==> src/rtl/i2s_pkg.sv <==
// i2s_pkg: shared types and constants for the I2S receive channel.
// Optional build macro used by the channel: I2S_RX_SIGN_EXT_EN.
package i2s_pkg;

  localparam int unsigned I2S_WORD_W = 32;

  typedef enum logic [1:0] {
    ST_IDLE,
    ST_WAIT_WS,
    ST_RUNNING
  } i2s_rx_state_e;

`ifdef I2S_RX_SIGN_EXT_EN
  // Replicate bit wlen into every bit above it.
  function automatic logic [I2S_WORD_W-1:0] i2s_rx_sext(input logic [I2S_WORD_W-1:0] w,
                                                        input logic [4:0]            wlen);
    logic [I2S_WORD_W-1:0] r;
    r = w;
    for (int unsigned i = 0; i < I2S_WORD_W; i++) begin
      if (i > 32'(wlen)) r[i] = w[wlen];
    end
    return r;
  endfunction
`endif

endpackage

==> src/rtl/i2s_rx_channel_if.sv <==
// i2s_rx_channel_if: valid/ready word handshake between the I2S RX channel and the RX FIFO.
interface i2s_rx_channel_if;
  import i2s_pkg::*;

  logic [I2S_WORD_W-1:0] fifo_data_o;
  logic                  fifo_data_valid_o;
  logic                  fifo_data_ready_i;
  logic                  fifo_err_o;

  modport master (
    output fifo_data_o,
    output fifo_data_valid_o,
    output fifo_err_o,
    input  fifo_data_ready_i
  );

  modport slave (
    input  fifo_data_o,
    input  fifo_data_valid_o,
    input  fifo_err_o,
    output fifo_data_ready_i
  );
endinterface

==> src/rtl/i2s_rx_channel_buf2.sv <==
// i2s_rx_buf2: 2-entry in-order word buffer, up to two pushes and one pop per cycle.
// A push event is accepted whole or dropped whole so ch0/ch1 pairs never split.
module i2s_rx_buf2
  import i2s_pkg::*;
(
  input  logic                  clk_i,
  input  logic                  rstn_i,
  input  logic                  flush_i,
  input  logic [1:0]            push_num_i,
  input  logic [I2S_WORD_W-1:0] push_data0_i,
  input  logic [I2S_WORD_W-1:0] push_data1_i,
  input  logic                  ready_i,
  output logic                  valid_o,
  output logic [I2S_WORD_W-1:0] head_o,
  output logic                  drop_o
);

  logic [I2S_WORD_W-1:0] mem_q [2];
  logic                  rd_ptr_q;
  logic [1:0]            cnt_q;
  logic                  pop;
  logic                  accept;
  logic [1:0]            free;
  logic                  wr0;
  logic                  wr1;

  // A pop in the same cycle frees the head slot for this cycle's push.
  always_comb begin
    pop    = (cnt_q != 2'd0) && ready_i;
    free   = 2'd2 - cnt_q + {1'b0, pop};
    accept = (push_num_i != 2'd0) && (push_num_i <= free);
    wr0    = rd_ptr_q ^ cnt_q[0];
    wr1    = ~wr0;
  end

  always_ff @(posedge clk_i or negedge rstn_i) begin
    if (!rstn_i) begin
      mem_q[0] <= '0;
      mem_q[1] <= '0;
      rd_ptr_q <= 1'b0;
      cnt_q    <= '0;
      drop_o   <= 1'b0;
    end else if (flush_i) begin
      rd_ptr_q <= 1'b0;
      cnt_q    <= '0;
      drop_o   <= 1'b0;
    end else begin
      drop_o <= (push_num_i != 2'd0) && !accept;
      if (accept) begin
        mem_q[wr0] <= push_data0_i;
        if (push_num_i == 2'd2) mem_q[wr1] <= push_data1_i;
      end
      if (pop) rd_ptr_q <= ~rd_ptr_q;
      cnt_q <= cnt_q - {1'b0, pop} + (accept ? push_num_i : 2'd0);
    end
  end

  assign valid_o = (cnt_q != 2'd0);
  assign head_o  = mem_q[rd_ptr_q];

endmodule

==> src/rtl/i2s_rx_channel.sv <==
// i2s_rx_channel: slave-mode I2S receiver in the SCK domain feeding the uDMA RX FIFO.
// Build option: define I2S_RX_SIGN_EXT_EN to sign-extend pushed words above bit cfg_wlen_i.
module i2s_rx_channel
  import i2s_pkg::*;
(
  input  logic             sck_i,
  input  logic             rstn_i,
  input  logic             i2s_ch0_i,
  input  logic             i2s_ch1_i,
  input  logic             i2s_ws_i,
  i2s_rx_channel_if.master fifo,
  input  logic             cfg_en_i,
  input  logic             cfg_2ch_i,
  input  logic [4:0]       cfg_wlen_i,
  input  logic [3:0]       cfg_wnum_i,
  input  logic             cfg_lsb_first_i
);

  i2s_rx_state_e         state_q, state_d;
  logic                  r_ws;
  logic                  ws_edge;
  logic [4:0]            bitcnt_q;
  logic [3:0]            wordcnt_q;
  logic                  idle_phase_q;
  logic [I2S_WORD_W-1:0] word0_q, word1_q;
  logic [I2S_WORD_W-1:0] word0_nxt, word1_nxt;
  logic [I2S_WORD_W-1:0] push0, push1;
  logic [4:0]            pos;
  logic                  capture;
  logic                  word_done;
  logic                  restart;
  logic [1:0]            push_num;

  assign ws_edge = i2s_ws_i ^ r_ws;
  assign restart = ws_edge && (state_q != ST_IDLE);
  assign capture = cfg_en_i && (state_q == ST_RUNNING) && !idle_phase_q;

  always_comb begin
    state_d = state_q;
    case (state_q)
      ST_IDLE:    if (cfg_en_i) state_d = ST_WAIT_WS;
      ST_WAIT_WS: if (ws_edge) state_d = ST_RUNNING;
      ST_RUNNING: state_d = ST_RUNNING;
      default:    state_d = ST_IDLE;
    endcase
    if (!cfg_en_i) state_d = ST_IDLE;
  end

  always_ff @(posedge sck_i or negedge rstn_i) begin
    if (!rstn_i) begin
      state_q <= ST_IDLE;
      r_ws    <= 1'b0;
    end else begin
      state_q <= state_d;
      r_ws    <= i2s_ws_i;
    end
  end

  // Word register restarts from zero on the first bit, so bits above wlen stay clear.
  always_comb begin
    pos       = cfg_lsb_first_i ? bitcnt_q : (cfg_wlen_i - bitcnt_q);
    word0_nxt = ((bitcnt_q == 5'd0) ? '0 : word0_q) | ({{(I2S_WORD_W-1){1'b0}}, i2s_ch0_i} << pos);
    word1_nxt = ((bitcnt_q == 5'd0) ? '0 : word1_q) | ({{(I2S_WORD_W-1){1'b0}}, i2s_ch1_i} << pos);
    word_done = capture && (bitcnt_q == cfg_wlen_i);
    push_num  = word_done ? (cfg_2ch_i ? 2'd2 : 2'd1) : 2'd0;
  end

`ifdef I2S_RX_SIGN_EXT_EN
  assign push0 = i2s_rx_sext(word0_nxt, cfg_wlen_i);
  assign push1 = i2s_rx_sext(word1_nxt, cfg_wlen_i);
`else
  assign push0 = word0_nxt;
  assign push1 = word1_nxt;
`endif

  // The bit sampled on a WS edge still completes the current word; counters restart after it.
  always_ff @(posedge sck_i or negedge rstn_i) begin
    if (!rstn_i) begin
      bitcnt_q     <= '0;
      wordcnt_q    <= '0;
      idle_phase_q <= 1'b0;
      word0_q      <= '0;
      word1_q      <= '0;
    end else begin
      if (capture) begin
        word0_q <= word0_nxt;
        word1_q <= word1_nxt;
      end
      if (!cfg_en_i || restart) begin
        bitcnt_q     <= '0;
        wordcnt_q    <= '0;
        idle_phase_q <= 1'b0;
      end else if (capture) begin
        if (word_done) begin
          bitcnt_q  <= '0;
          wordcnt_q <= wordcnt_q + 4'd1;
          if (wordcnt_q == cfg_wnum_i) idle_phase_q <= 1'b1;
        end else begin
          bitcnt_q <= bitcnt_q + 5'd1;
        end
      end
    end
  end

  i2s_rx_buf2 u_buf (
    .clk_i        (sck_i),
    .rstn_i       (rstn_i),
    .flush_i      (!cfg_en_i),
    .push_num_i   (push_num),
    .push_data0_i (push0),
    .push_data1_i (push1),
    .ready_i      (fifo.fifo_data_ready_i),
    .valid_o      (fifo.fifo_data_valid_o),
    .head_o       (fifo.fifo_data_o),
    .drop_o       (fifo.fifo_err_o)
  );

endmodule
==> src/flat_wrapper.sv <==
// flat-port wrapper written by rule: the top's interface ports become plain ports
module i2s_rx_channel_flat import i2s_pkg::*;
  (sck_i, rstn_i, i2s_ch0_i, i2s_ch1_i, i2s_ws_i, cfg_en_i, cfg_2ch_i, cfg_wlen_i, cfg_wnum_i, cfg_lsb_first_i, fifo_fifo_data_o, fifo_fifo_data_valid_o, fifo_fifo_err_o, fifo_fifo_data_ready_i);
  i2s_rx_channel_if fifo_i ();
  input  logic sck_i;
  input  logic rstn_i;
  input  logic i2s_ch0_i;
  input  logic i2s_ch1_i;
  input  logic i2s_ws_i;
  input  logic cfg_en_i;
  input  logic cfg_2ch_i;
  input  logic [4:0] cfg_wlen_i;
  input  logic [3:0] cfg_wnum_i;
  input  logic cfg_lsb_first_i;
  output wire logic [$bits(fifo_i.fifo_data_o)-1:0] fifo_fifo_data_o;
  output wire logic [$bits(fifo_i.fifo_data_valid_o)-1:0] fifo_fifo_data_valid_o;
  output wire logic [$bits(fifo_i.fifo_err_o)-1:0] fifo_fifo_err_o;
  input wire logic [$bits(fifo_i.fifo_data_ready_i)-1:0] fifo_fifo_data_ready_i;
  assign fifo_fifo_data_o = fifo_i.fifo_data_o;
  assign fifo_fifo_data_valid_o = fifo_i.fifo_data_valid_o;
  assign fifo_fifo_err_o = fifo_i.fifo_err_o;
  assign fifo_i.fifo_data_ready_i = fifo_fifo_data_ready_i;
  i2s_rx_channel u_core (.sck_i(sck_i), .rstn_i(rstn_i), .i2s_ch0_i(i2s_ch0_i), .i2s_ch1_i(i2s_ch1_i), .i2s_ws_i(i2s_ws_i), .fifo(fifo_i), .cfg_en_i(cfg_en_i), .cfg_2ch_i(cfg_2ch_i), .cfg_wlen_i(cfg_wlen_i), .cfg_wnum_i(cfg_wnum_i), .cfg_lsb_first_i(cfg_lsb_first_i));
endmodule
==> config.mk <==
export PLATFORM = sky130hd
export DESIGN_NAME = i2s_rx_channel_flat
export DESIGN_NICKNAME = d
export VERILOG_FILES = /design/src/rtl/i2s_pkg.sv /design/src/rtl/i2s_rx_channel_if.sv /design/src/rtl/i2s_rx_channel_buf2.sv /design/src/rtl/i2s_rx_channel.sv /design/src/flat_wrapper.sv
export SDC_FILE = /design/constraint.sdc
export NUM_CORES = 1
export LEC_CHECK = 0
export CAP_MARGIN = 20
export CORE_MARGIN = 2
export CORE_UTILIZATION = 45
export CTS_CLUSTER_DIAMETER = 120
export DETAILED_ROUTE_END_ITERATION = 8
export PLACE_DENSITY = 0.65
export SLEW_MARGIN = 20
export SYNTH_ARGS = -nofsm -noshare
export SYNTH_HDL_FRONTEND = slang
export SYNTH_SLANG_ARGS = --single-unit
==> constraint.sdc <==
create_clock -name sck_i -period 9.1 [get_ports sck_i]
set_input_delay 0.91 -clock sck_i [delete_from_list [all_inputs] [get_ports sck_i]]
set_output_delay 0.91 -clock sck_i [all_outputs]
set_load 0.005 [all_outputs]
==> metrics, run 1 <==
status finished, final reports clean; Register Area 3630 µm²; TritonCTS clock tree done; CP max stage delay 730 ps; met2 wire len 10,200 µm; crit-path cells clkdlybuf4s50_1 > nand3b_1 > nor3_1 > nand2_1 > ha_1 > nand2_1 > o21a_1 > nor2_1 > nand2_1 > ha_1 > inv_1 > ha_1 > xor2_1 > xnor2_1 > and3_1 > o21a_1; Worst Setup SP cfg_en_i; setup bufs post-CTS 0; Critical Path AT 5410 ps; router iterations before antenna repair 6; Cells after Synth 766; Critical Path End u_core.u_buf.cnt_q[1]; die area 17,800 µm²; Critical Path Stages 16; Critical Setup Path Class in -> reg; IO Pins 52; total grt overflow 0; DRC Markers 0; Worst slew margin 0.325; compound-cell area share of the yosys netlist 0.221; WL met1 8820 µm; Min Clock Period, post-route 5100 ps; Cell variety after synth 50; CP Capture Type flop; CTS H-Tree Depth 4; Hold WC Path Type in -> async; vias in the first global route 6,324; Final #Nets 827; Pwr Density 182 nW/µm²; critical path's top delay family simple AND/OR/NAND/NOR gates; Post-CTS Hold Fix Bufs 0; Final Non-Filler Cells 1,024; num rows 47; Hold Fails Final Rpt 0; main combinational cell family by area after synthesis compound AO/OA/AOI/OAI gates; # clock sinks 145; Post-Synthesis Net Count 801; largest net degree at the start of global routing 82; Initial Utilization 0.457; adder-cell area share of the yosys netlist 0.0293; Post-Route Setup TNS 0 ps; critical path launch point type primary input; leakage 3.59 nW; Die Span Y 133 µm; detailed placement HPWL 13,200 µm; WL final 21,100 µm; max-slew violations 0; Worst-Margin Slew 1010 ps; design area 8750 µm²; clock root buffer master clkbuf_16; top layer used by detailed routing met4; Post-CTS Resized 0; simple-gate portion of the synthesized area 0.160; Post-synth ARST share 1.00; Worst IR Drop VDD 149 µV; XOR/XNOR share of the synthesized area 0.0198; first-pass GRT wire length 33,900 µm; IO Port Bufs 51; Global Route Usage Sum 0.245; #FFs+latches synth 145; sequential element share of the synthesized area 0.482; Mapped Avg Cell Area 9.82 µm²; RR Endpoint u_core.u_buf.cnt_q[1]; Peak Freq 0.196 GHz; cell area after synthesis 7520 µm²; Ant. Diodes 0; GP Congestion 0.876; drt via density 6.20; Reg clk slew, reported paths 60 ps; FF-to-FF Start u_core.state_q[0]; share of cells above drive strength 1 0.107; Synth Flop Type dfrtp_1; Post-Place Cells 992; setup violators final 0; RSZ-0062 raised after global routing no; Multi-input gate area 3630 µm²; Final ANT Viol Nets 0; initial antenna violation count 0; clock skew 7.82 ps; Reg2Reg Depth 17; Max FO, Critical Path 15; met3 wire len 1590 µm; Skew-Pair Late Insertion Delay 420 ps; Worst Path Buf+Inv 2; mux share of post-synthesis cell area 0.0492; total number of vias 6,351; Critical Path RT 9410 ps; CORE AREA 16,500 µm²; Tcrit/Tclk final 0.561; Crit-path slowest cell nor3_1; Post-synth EDFFs 0; final core occ 0.531; CTS Buffer Depth 2; die width 133 µm; area grow syn2layout 16.4%; Worst R2R Setup Slack 4510 ps; CTS buffer count 17; Fillers 1,499; Post-Place Cell Area 8170 µm²; Synthesis Warnings 0; Max-Cap Viols 0; drt wl/cell 20.6 µm; initial drt markers 525
-- cell type report --
| type | count | share of cell area |
|---|---|---|
| Multi-Input combinational cell | 553 | 0.415 |
| Sequential cell | 145 | 0.415 |
| Timing Repair Buffer | 61 | 0.0683 |
| Clock buffer | 20 | 0.0522 |
| Tap cell | 220 | 0.0315 |
| Clock inverter | 11 | 0.0120 |
| Inverter | 14 | 0.00601 |
-- synth_stat cells, drive strengths merged, types with 2 or more instances --
master / count / area (µm²)
xnor2: 7 / 61.3
nand2b: 4 / 25.0
nand3: 28 / 155
or2: 3 / 18.8
and4: 2 / 17.5
nand3b: 4 / 30.0
mux2: 32 / 360
inv: 14 / 52.6
or4: 3 / 22.5
a21boi: 6 / 45.0
o21a: 5 / 37.5
a32oi: 4 / 35.0
nor2: 20 / 75.1
a21oi: 10 / 50.1
o21ai: 79 / 395
a22o: 14 / 123
and3: 11 / 68.8
a221o: 14 / 140
buf: 22 / 113
nor4: 4 / 46.3
o211ai: 51 / 383
nor2b: 5 / 31.3
dfrtp: 145 / 3630
ha: 16 / 200
nand4: 10 / 62.6
clkbuf: 32 / 120
xor2: 10 / 87.6
nor3: 12 / 60.1
a22oi: 51 / 383
o2111ai: 2 / 17.5
nor3b: 5 / 37.5
and2: 9 / 56.3
and3b: 2 / 17.5
nand2: 119 / 447
or3: 4 / 25.0
-- placed cells by master, fill, tap and decap left out, types with 8 or more instances in the layout --
master	synthesis	layout
and3_1	11	11
xor2_1	10	10
nor3_1	12	12
a22o_1	14	14
dfrtp_1	145	145
o21ai_0	33	33
a22oi_1	51	51
nand3_1	25	25
a221o_1	14	14
o211ai_1	51	51
a21oi_1	10	10
clkdlybuf4s50_1	0	50
nand2_1	119	119
mux2_2	32	32
ha_1	16	16
and2_1	8	8
buf_4	1	8
inv_1	14	14
nand4_1	10	10
nor2_1	20	20
o21ai_1	46	46
clkbuf_16	0	17
-- logic make-up (layout without fill, tap and decap cells) --
family | after synthesis | count (layout)
DFF | 145 | 145
buffers and inverters | 68 | 106
adders and majority gates | 17 | 17
muxes | 33 | 33
and+or+nand+nor | 246 | 246
AOI/OAI and AO/OA | 240 | 240
xor gates and xnor gates | 17 | 17
-- flip-flops by register name, summed over array words and instances (netlist names) --
| signal | cells |
|---|---|
| u_core.bitcnt_q | 5 |
| u_core.idle_phase_q | 1 |
| u_core.r_ws | 1 |
| u_core.state_q | 2 |
| u_core.u_buf.cnt_q | 2 |
| u_core.u_buf.drop_o | 1 |
| u_core.u_buf.mem_q | 64 |
| u_core.u_buf.rd_ptr_q | 1 |
| u_core.word0_q | 32 |
| u_core.word1_q | 32 |
| u_core.wordcnt_q | 4 |
-- routing by layer --
metal | vias up | GRT usage
met5 | - | 0
met4 | 0 | 0.0887
met3 | 36 | 0.0582
met2 | 264 | 0.397
met1 | 3167 | 0.322
li1 | 2884 | -
-- worst min-delay path by stage --
| stage | to | from | cells after the start | slack, ps |
|---|---|---|---|---|
| finish | u_core.u_buf.mem_q[17] | rstn_i | 1 | 480 |
| detailed placement | u_core.word1_q[5] | u_core.word1_q[5] | 2 | 480 |
| CTS | u_core.word1_q[5] | u_core.word1_q[5] | 2 | 490 |
| floorplan | u_core.word1_q[4] | u_core.word1_q[4] | 2 | 450 |
| global route | u_core.u_buf.mem_q[17] | rstn_i | 1 | 520 |
| global placement | u_core.word1_q[5] | u_core.word1_q[5] | 2 | 470 |
-- report_power, final --
| group | switching [W] | internal (W) |
|---|---|---|
| Combinational | 0.000151 | 0.0000702 |
| Clock | 0.000276 | 0.000391 |
| Sequential | 0.0000284 | 0.000677 |
-- metrics by stage --
step                      worst slack (ps)  total power [W]  hold slack (ps)
after floorplan                       4990         0.000859              451
after global placement                3750         0.000925              465
after detailed placement              3550         0.000936              482
after CTS                             3990          0.00160              494
after global routing                  3540          0.00166              516
final                                 4000          0.00159              482
Power figures use the tool's default switching activity.
==> run 2, diff against run 1 <==
--- a/config.mk
+++ b/config.mk
@@ -10,7 +10,7 @@
 export CORE_UTILIZATION = 45
 export CTS_CLUSTER_DIAMETER = 120
 export DETAILED_ROUTE_END_ITERATION = 8
-export PLACE_DENSITY = 0.65
+export PLACE_DENSITY = 0.67
 export SLEW_MARGIN = 20
 export SYNTH_ARGS = -nofsm -noshare
 export SYNTH_HDL_FRONTEND = slang
==> constraint.sdc (replaced) <==
create_clock -name sck_i -period 4.5 [get_ports sck_i]
set_input_delay 0.45 -clock sck_i [delete_from_list [all_inputs] [get_ports sck_i]]
set_output_delay 0.45 -clock sck_i [all_outputs]
set_load 0.005 [all_outputs]
==> metrics, run 2 (same netlist as run 1, synthesis figures left out) <==
Crit-path slowest cell o2111ai_2 (was nor3_1); CP Capture Type flop (unchanged); TritonCTS clock tree done (unchanged); largest net degree at the start of global routing 100 (was 82); WL final 20,900 µm (was 21,100 µm); leakage 3.70 nW (was 3.59 nW); Max FO, Critical Path 16 (was 15); CP max stage delay 520 ps (was 730 ps); DRC Markers 0 (unchanged); Die Span Y 133 µm (unchanged); Fillers 1,437 (was 1,499); Reg2Reg Depth 13 (was 17); Max-Cap Viols 0 (unchanged); Initial Utilization 0.457 (unchanged); Critical Path Stages 13 (was 16); total number of vias 6,365 (was 6,351); share of cells above drive strength 1 0.119 (was 0.107); Flop pwr share 0.410 (was 0.443); Post-Place Cells 1,003 (was 992); Min Clock Period, post-route 3540 ps; detailed placement HPWL 13,300 µm (was 13,200 µm); PnR worst setup slack 963 ps (was 4000 ps); clock root buffer master clkbuf_16 (unchanged); Reg clk slew, reported paths 60 ps (about the same); Post-CTS Resized 0 (unchanged); max-slew violations 0 (unchanged); Pwr Density 390 nW/µm² (was 182 nW/µm²); Final Non-Filler Cells 1,035 (was 1,024); Critical Path RT 4770 ps (was 9410 ps); initial antenna violation count 0 (unchanged); drt wl/cell 20.2 µm (was 20.6 µm); Worst-Margin Slew 975 ps (was 1010 ps); RSZ-0062 raised after global routing no (unchanged); Register Area 3630 µm² (unchanged); register with the most flip-flops u_core.u_buf.mem_q (unchanged); Tcrit/Tclk final 0.786; Post-CTS Hold Fix Bufs 0 (unchanged); sw frac 0.273 (was 0.286); Hold Fails Final Rpt 0 (unchanged); drt via density 6.15 (was 6.20); total grt overflow 0 (unchanged); Hold WC Path Type in -> async (unchanged); CTS H-Tree Depth 4 (unchanged); CTS buffer count 17 (unchanged); Clock Power Share 0.454 (was 0.418); Critical Setup Path Class reg -> reg (was in -> reg); CTS Buffer Depth 2 (unchanged); first-pass GRT wire length 33,800 µm (was 33,900 µm); status finished, final reports clean (unchanged); IO Pins 52 (unchanged); Skew-Pair Late Insertion Delay 430 ps (was 420 ps); die width 133 µm (unchanged); Peak Freq 0.283 GHz; Largest regs u_core.u_buf.mem_q x64, u_core.word0_q x32, u_core.word1_q x32 (unchanged); vias in the first global route 6,311 (was 6,324); Int Pwr 0.00252 W (was 0.00114 W); CORE AREA 16,500 µm² (unchanged); critical path's top delay family compound AO/OA/AOI/OAI gates (was simple AND/OR/NAND/NOR gates); Gate power share 0.135 (was 0.139); setup violators final 0 (unchanged); critical path launch point type flop (was primary input); Global Route Usage Sum 0.242 (was 0.245); area grow syn2layout 18.4% (was 16.4%); Ant. Diodes 0 (unchanged); Psw 0.000948 W (was 0.000456 W); commonest non-fill, non-tap cell in the layout dfrtp_1 (unchanged); crit-path cells inv_1 > ha_1 > and4_1 > nand3_1 > nor2_1 > ha_1 > nor2b_1 > o21ai_0 > buf_4 > o2111ai_2 > buf_4 > a22oi_1 > o211ai_1 (was clkdlybuf4s50_1 > nand3b_1 > nor3_1 > nand2_1 > ha_1 > nand2_1 > o21a_1 > nor2_1 > nand2_1 > ha_1 > inv_1 > ha_1 > xor2_1 > xnor2_1 > and3_1 > o21a_1); num rows 47 (unchanged); Worst slew margin 0.345 (was 0.325); Setup WS pre-CTS 588 ps (was 3550 ps); Worst R2R Setup Slack 960 ps (was 4510 ps); initial drt markers 725 (was 525); # clock sinks 145 (unchanged); IO Port Bufs 51 (unchanged); setup bufs post-CTS 0 (unchanged); Multi-input gate area 3630 µm² (unchanged); Worst IR Drop VDD 286 µV (was 149 µV); Hold WS 129 ps (was 482 ps); Final #Nets 837 (was 827); Final ANT Viol Nets 0 (unchanged); GP Congestion 0.853 (was 0.876); Post-Place Cell Area 8250 µm² (was 8170 µm²); router iterations before antenna repair 5 (was 6); Post-Route Setup TNS 0 ps (unchanged); most frequent cells in the layout dfrtp_1, nand2_1, o211ai_1, a22oi_1, clkdlybuf4s50_1 (unchanged); Worst Path Buf+Inv 3 (was 2); clock skew 9.03 ps (was 7.82 ps); design area 8900 µm² (was 8750 µm²); max reg flops 64 (unchanged); die area 17,800 µm² (unchanged); Critical Path AT 3800 ps (was 5410 ps)
run 2: power by group through the flow:
stage	sequential [W]	clock [W]	combinational [W]
3_3_place_gp	0.00144	0	0.000445
5_1_grt	0.00143	0.00165	0.000525
4_1_cts	0.00142	0.00158	0.000469
3_5_place_dp	0.00145	0	0.000468
2_1_floorplan	0.00143	0	0.000308
6_report	0.00142	0.00158	0.000469
run 2: worst reg2reg max path: cells and delay by family, from the launching register on:
family                   cells  cell delay, ps
AO/OA/AOI/OAI                4             980
adder cells (fa/ha/maj)      2             700
buffers and inverters        3             670
flip-flops                   1             400
AND/OR/NAND/NOR              4             620
run 2: final timing paths:
check | from | to
setup / recovery | u_core.bitcnt_q[3] | u_core.u_buf.mem_q[62]
hold / removal | rstn_i | u_core.u_buf.mem_q[20]
setup reg to reg | u_core.bitcnt_q[3] | u_core.u_buf.mem_q[62]
hold reg to reg | u_core.word1_q[6] | u_core.word1_q[6]
max in group asynchronous | rstn_i | u_core.u_buf.mem_q[34]
min in group sck_i | u_core.word1_q[6] | u_core.word1_q[6]
run 2: final cells by class:
class | instances | area share
multi-input cells | 553 | 0.408
flip-flops and latches | 145 | 0.408
repair buffers | 71 | 0.0743
clock buffers | 19 | 0.0497
well taps | 220 | 0.0309
clock inverters | 13 | 0.0233
inverters | 14 | 0.00590
run 2: stage by stage:
stage                      util  power (W)
after floorplan               -    0.00174
after global placement    0.501    0.00188
after detailed placement  0.501    0.00191
after CTS                 0.541    0.00347
after global routing      0.541    0.00360
final                     0.541    0.00347
run 2: per-layer routing:
layer,GRT usage,routed length (µm)
met5,0,0
met4,0.0762,335
met3,0.0445,1440
met2,0.397,9990
met1,0.328,9180
==> run 3, diff against run 2 <==
--- a/config.mk
+++ b/config.mk
@@ -10,7 +10,7 @@
 export CORE_UTILIZATION = 45
 export CTS_CLUSTER_DIAMETER = 120
 export DETAILED_ROUTE_END_ITERATION = 8
-export PLACE_DENSITY = 0.67
+export PLACE_DENSITY = 0.65
 export SLEW_MARGIN = 20
 export SYNTH_ARGS = -nofsm -noshare
 export SYNTH_HDL_FRONTEND = slang
==> constraint.sdc (replaced) <==
create_clock -name sck_i -period 3.5 [get_ports sck_i]
set_input_delay 0.35 -clock sck_i [delete_from_list [all_inputs] [get_ports sck_i]]
set_output_delay 0.35 -clock sck_i [all_outputs]
set_load 0.005 [all_outputs]
==> metrics, run 3 (same netlist as run 1, synthesis figures left out) <==
status finished, final reports clean (unchanged); Max FO, Critical Path 7 (was 16); CTS Buffer Depth 2 (unchanged); Critical Setup Path Class reg -> reg (unchanged); crit-path cells inv_1 > ha_1 > and4_1 > nand3_2 > nor2_1 > ha_1 > nor2b_1 > o21a_1 > nor2_2 > nand2_1 > ha_1 > inv_1 > ha_1 > xor2_1 > xnor2_1 > and3_1 > o21a_1 (was inv_1 > ha_1 > and4_1 > nand3_1 > nor2_1 > ha_1 > nor2b_1 > o21ai_0 > buf_4 > o2111ai_2 > buf_4 > a22oi_1 > o211ai_1); initial antenna violation count 0 (unchanged); GP Congestion 0.845 (was 0.853); die width 133 µm (unchanged); drt via density 6.21 (was 6.15); most frequent cells in the layout dfrtp_1, nand2_1, o211ai_1, a22oi_1, clkdlybuf4s50_1 (unchanged); Worst Path Buf+Inv 2 (was 3); Final #Nets 850 (was 837); setup violators final 0 (unchanged); Largest regs u_core.u_buf.mem_q x64, u_core.word0_q x32, u_core.word1_q x32 (unchanged); Design Power 0.00425 W (was 0.00347 W); Final Non-Filler Cells 1,048 (was 1,035); area grow syn2layout 20.0% (was 18.4%); CP max stage delay 430 ps (was 520 ps); Critical Path Stages 17 (was 13); critical path launch point type flop (unchanged); router iterations before antenna repair 5 (unchanged); total number of vias 6,507 (was 6,365); first-pass GRT wire length 34,900 µm (was 33,800 µm); die area 17,800 µm² (unchanged); Peak Freq 0.303 GHz (was 0.283 GHz); CTS buffer count 17 (unchanged); register with the most flip-flops u_core.u_buf.mem_q (unchanged); IO Pins 52 (unchanged); Pwr Density 471 nW/µm² (was 390 nW/µm²); Worst R2R Setup Slack 200 ps (was 960 ps); max-slew violations 0 (unchanged); Min Clock Period, post-route 3300 ps (was 3540 ps); # clock sinks 145 (unchanged); CTS H-Tree Depth 4 (unchanged); Setup WS pre-CTS -102 ps (was 588 ps); DRC Markers 0 (unchanged); share of cells above drive strength 1 0.139 (was 0.119); Register Area 3630 µm² (about the same); drt wl/cell 20.6 µm (was 20.2 µm); WL final 21,500 µm (was 20,900 µm); Post-CTS Hold Fix Bufs 0 (unchanged); Hold WC Path Type in -> async (unchanged); PnR worst setup slack 202 ps (was 963 ps); Ant. Diodes 0 (unchanged); clock root buffer master clkbuf_16 (unchanged); total grt overflow 0 (unchanged); critical path's top delay family adder cells (was compound AO/OA/AOI/OAI gates); Multi-input gate area 3650 µm² (was 3630 µm²); num rows 47 (unchanged); Post-Route Setup TNS 0 ps (unchanged); IO Port Bufs 51 (unchanged); Critical Path RT 3820 ps (was 4770 ps); Die Span Y 133 µm (unchanged); Worst IR Drop VDD 349 µV (was 286 µV); CORE AREA 16,500 µm² (unchanged); vias in the first global route 6,687 (was 6,311); leakage 3.74 nW (was 3.70 nW); CP most frequent cell ha_1; Critical Path AT 3620 ps (was 3800 ps); Global Route Usage Sum 0.251 (was 0.242); Worst-Margin Slew 1010 ps (was 975 ps); Tcrit/Tclk final 0.942 (was 0.786); Post-Place Cells 1,016 (was 1,003); Skew-Pair Late Insertion Delay 430 ps (about the same); CP Capture Type flop (unchanged); Initial Utilization 0.457 (unchanged); RSZ-0062 raised after global routing no (unchanged); TritonCTS clock tree done (unchanged); max reg flops 64 (unchanged); Hold WS 3.19 ps (was 129 ps); largest net degree at the start of global routing 90 (was 100); Hold Fails Final Rpt 0 (unchanged); Fillers 1,418 (was 1,437); clock skew 10.4 ps (was 9.03 ps); Reg clk slew, reported paths 70 ps (was 60 ps); Reg2Reg Depth 17 (was 13); Final ANT Viol Nets 0 (unchanged); Max-Cap Viols 0 (unchanged); Crit-path slowest cell dfrtp_2 (was o2111ai_2); detailed placement HPWL 13,700 µm (was 13,300 µm); commonest non-fill, non-tap cell in the layout dfrtp_1 (unchanged); Worst slew margin 0.325 (was 0.345); initial drt markers 540 (was 725)
## run 3: cell type report
class,instances,share of cell area
Multi-Input combinational cell,553,0.405
Clock buffer,18,0.0487
Sequential cell,145,0.402
Timing Repair Buffer,84,0.0925
Inverter,14,0.00582
Clock inverter,14,0.0157
Tap cell,220,0.0305
## run 3: worst paths after layout
| check | start | to |
|---|---|---|
| max in group asynchronous | rstn_i | u_core.word0_q[23] |
| min in group sck_i | i2s_ws_i | u_core.r_ws |
| worst max register to register | u_core.bitcnt_q[1] | u_core.u_buf.cnt_q[1] |
| worst max-delay path | u_core.bitcnt_q[1] | u_core.u_buf.cnt_q[1] |
| worst min register to register | u_core.word1_q[5] | u_core.word1_q[5] |
| worst min-delay path | rstn_i | u_core.u_buf.mem_q[52] |
## run 3: timing repair
item	4_1_cts	5_1_grt
resized for setup	0	1
endpoints found under the setup margin	0	1
setup buffers	0	0
## run 3: power breakdown
part           switching [W]  internal (W)
clock               0.000771       0.00102
combinational       0.000414      0.000212
sequential         0.0000711       0.00176
## run 3: metal layers
metal / part of all wire / global-route usage / vias to the layer above
met5: 0 / 0 / -
met4: 0.021 / 0.0774 / 0
met3: 0.073 / 0.0628 / 45
met2: 0.50 / 0.430 / 292
met1: 0.41 / 0.314 / 3234
li1: - / - / 2936
## run 3: stage by stage
| step | utilization | cell area [µm²] |
|---|---|---|
| after detailed placement | 0.512 | 8440 |
| after global routing | 0.548 | 9020 |
| after floorplan | - | 7540 |
| after CTS | 0.548 | 9020 |
| final | 0.548 | 9020 |
| after global placement | 0.512 | 8440 |
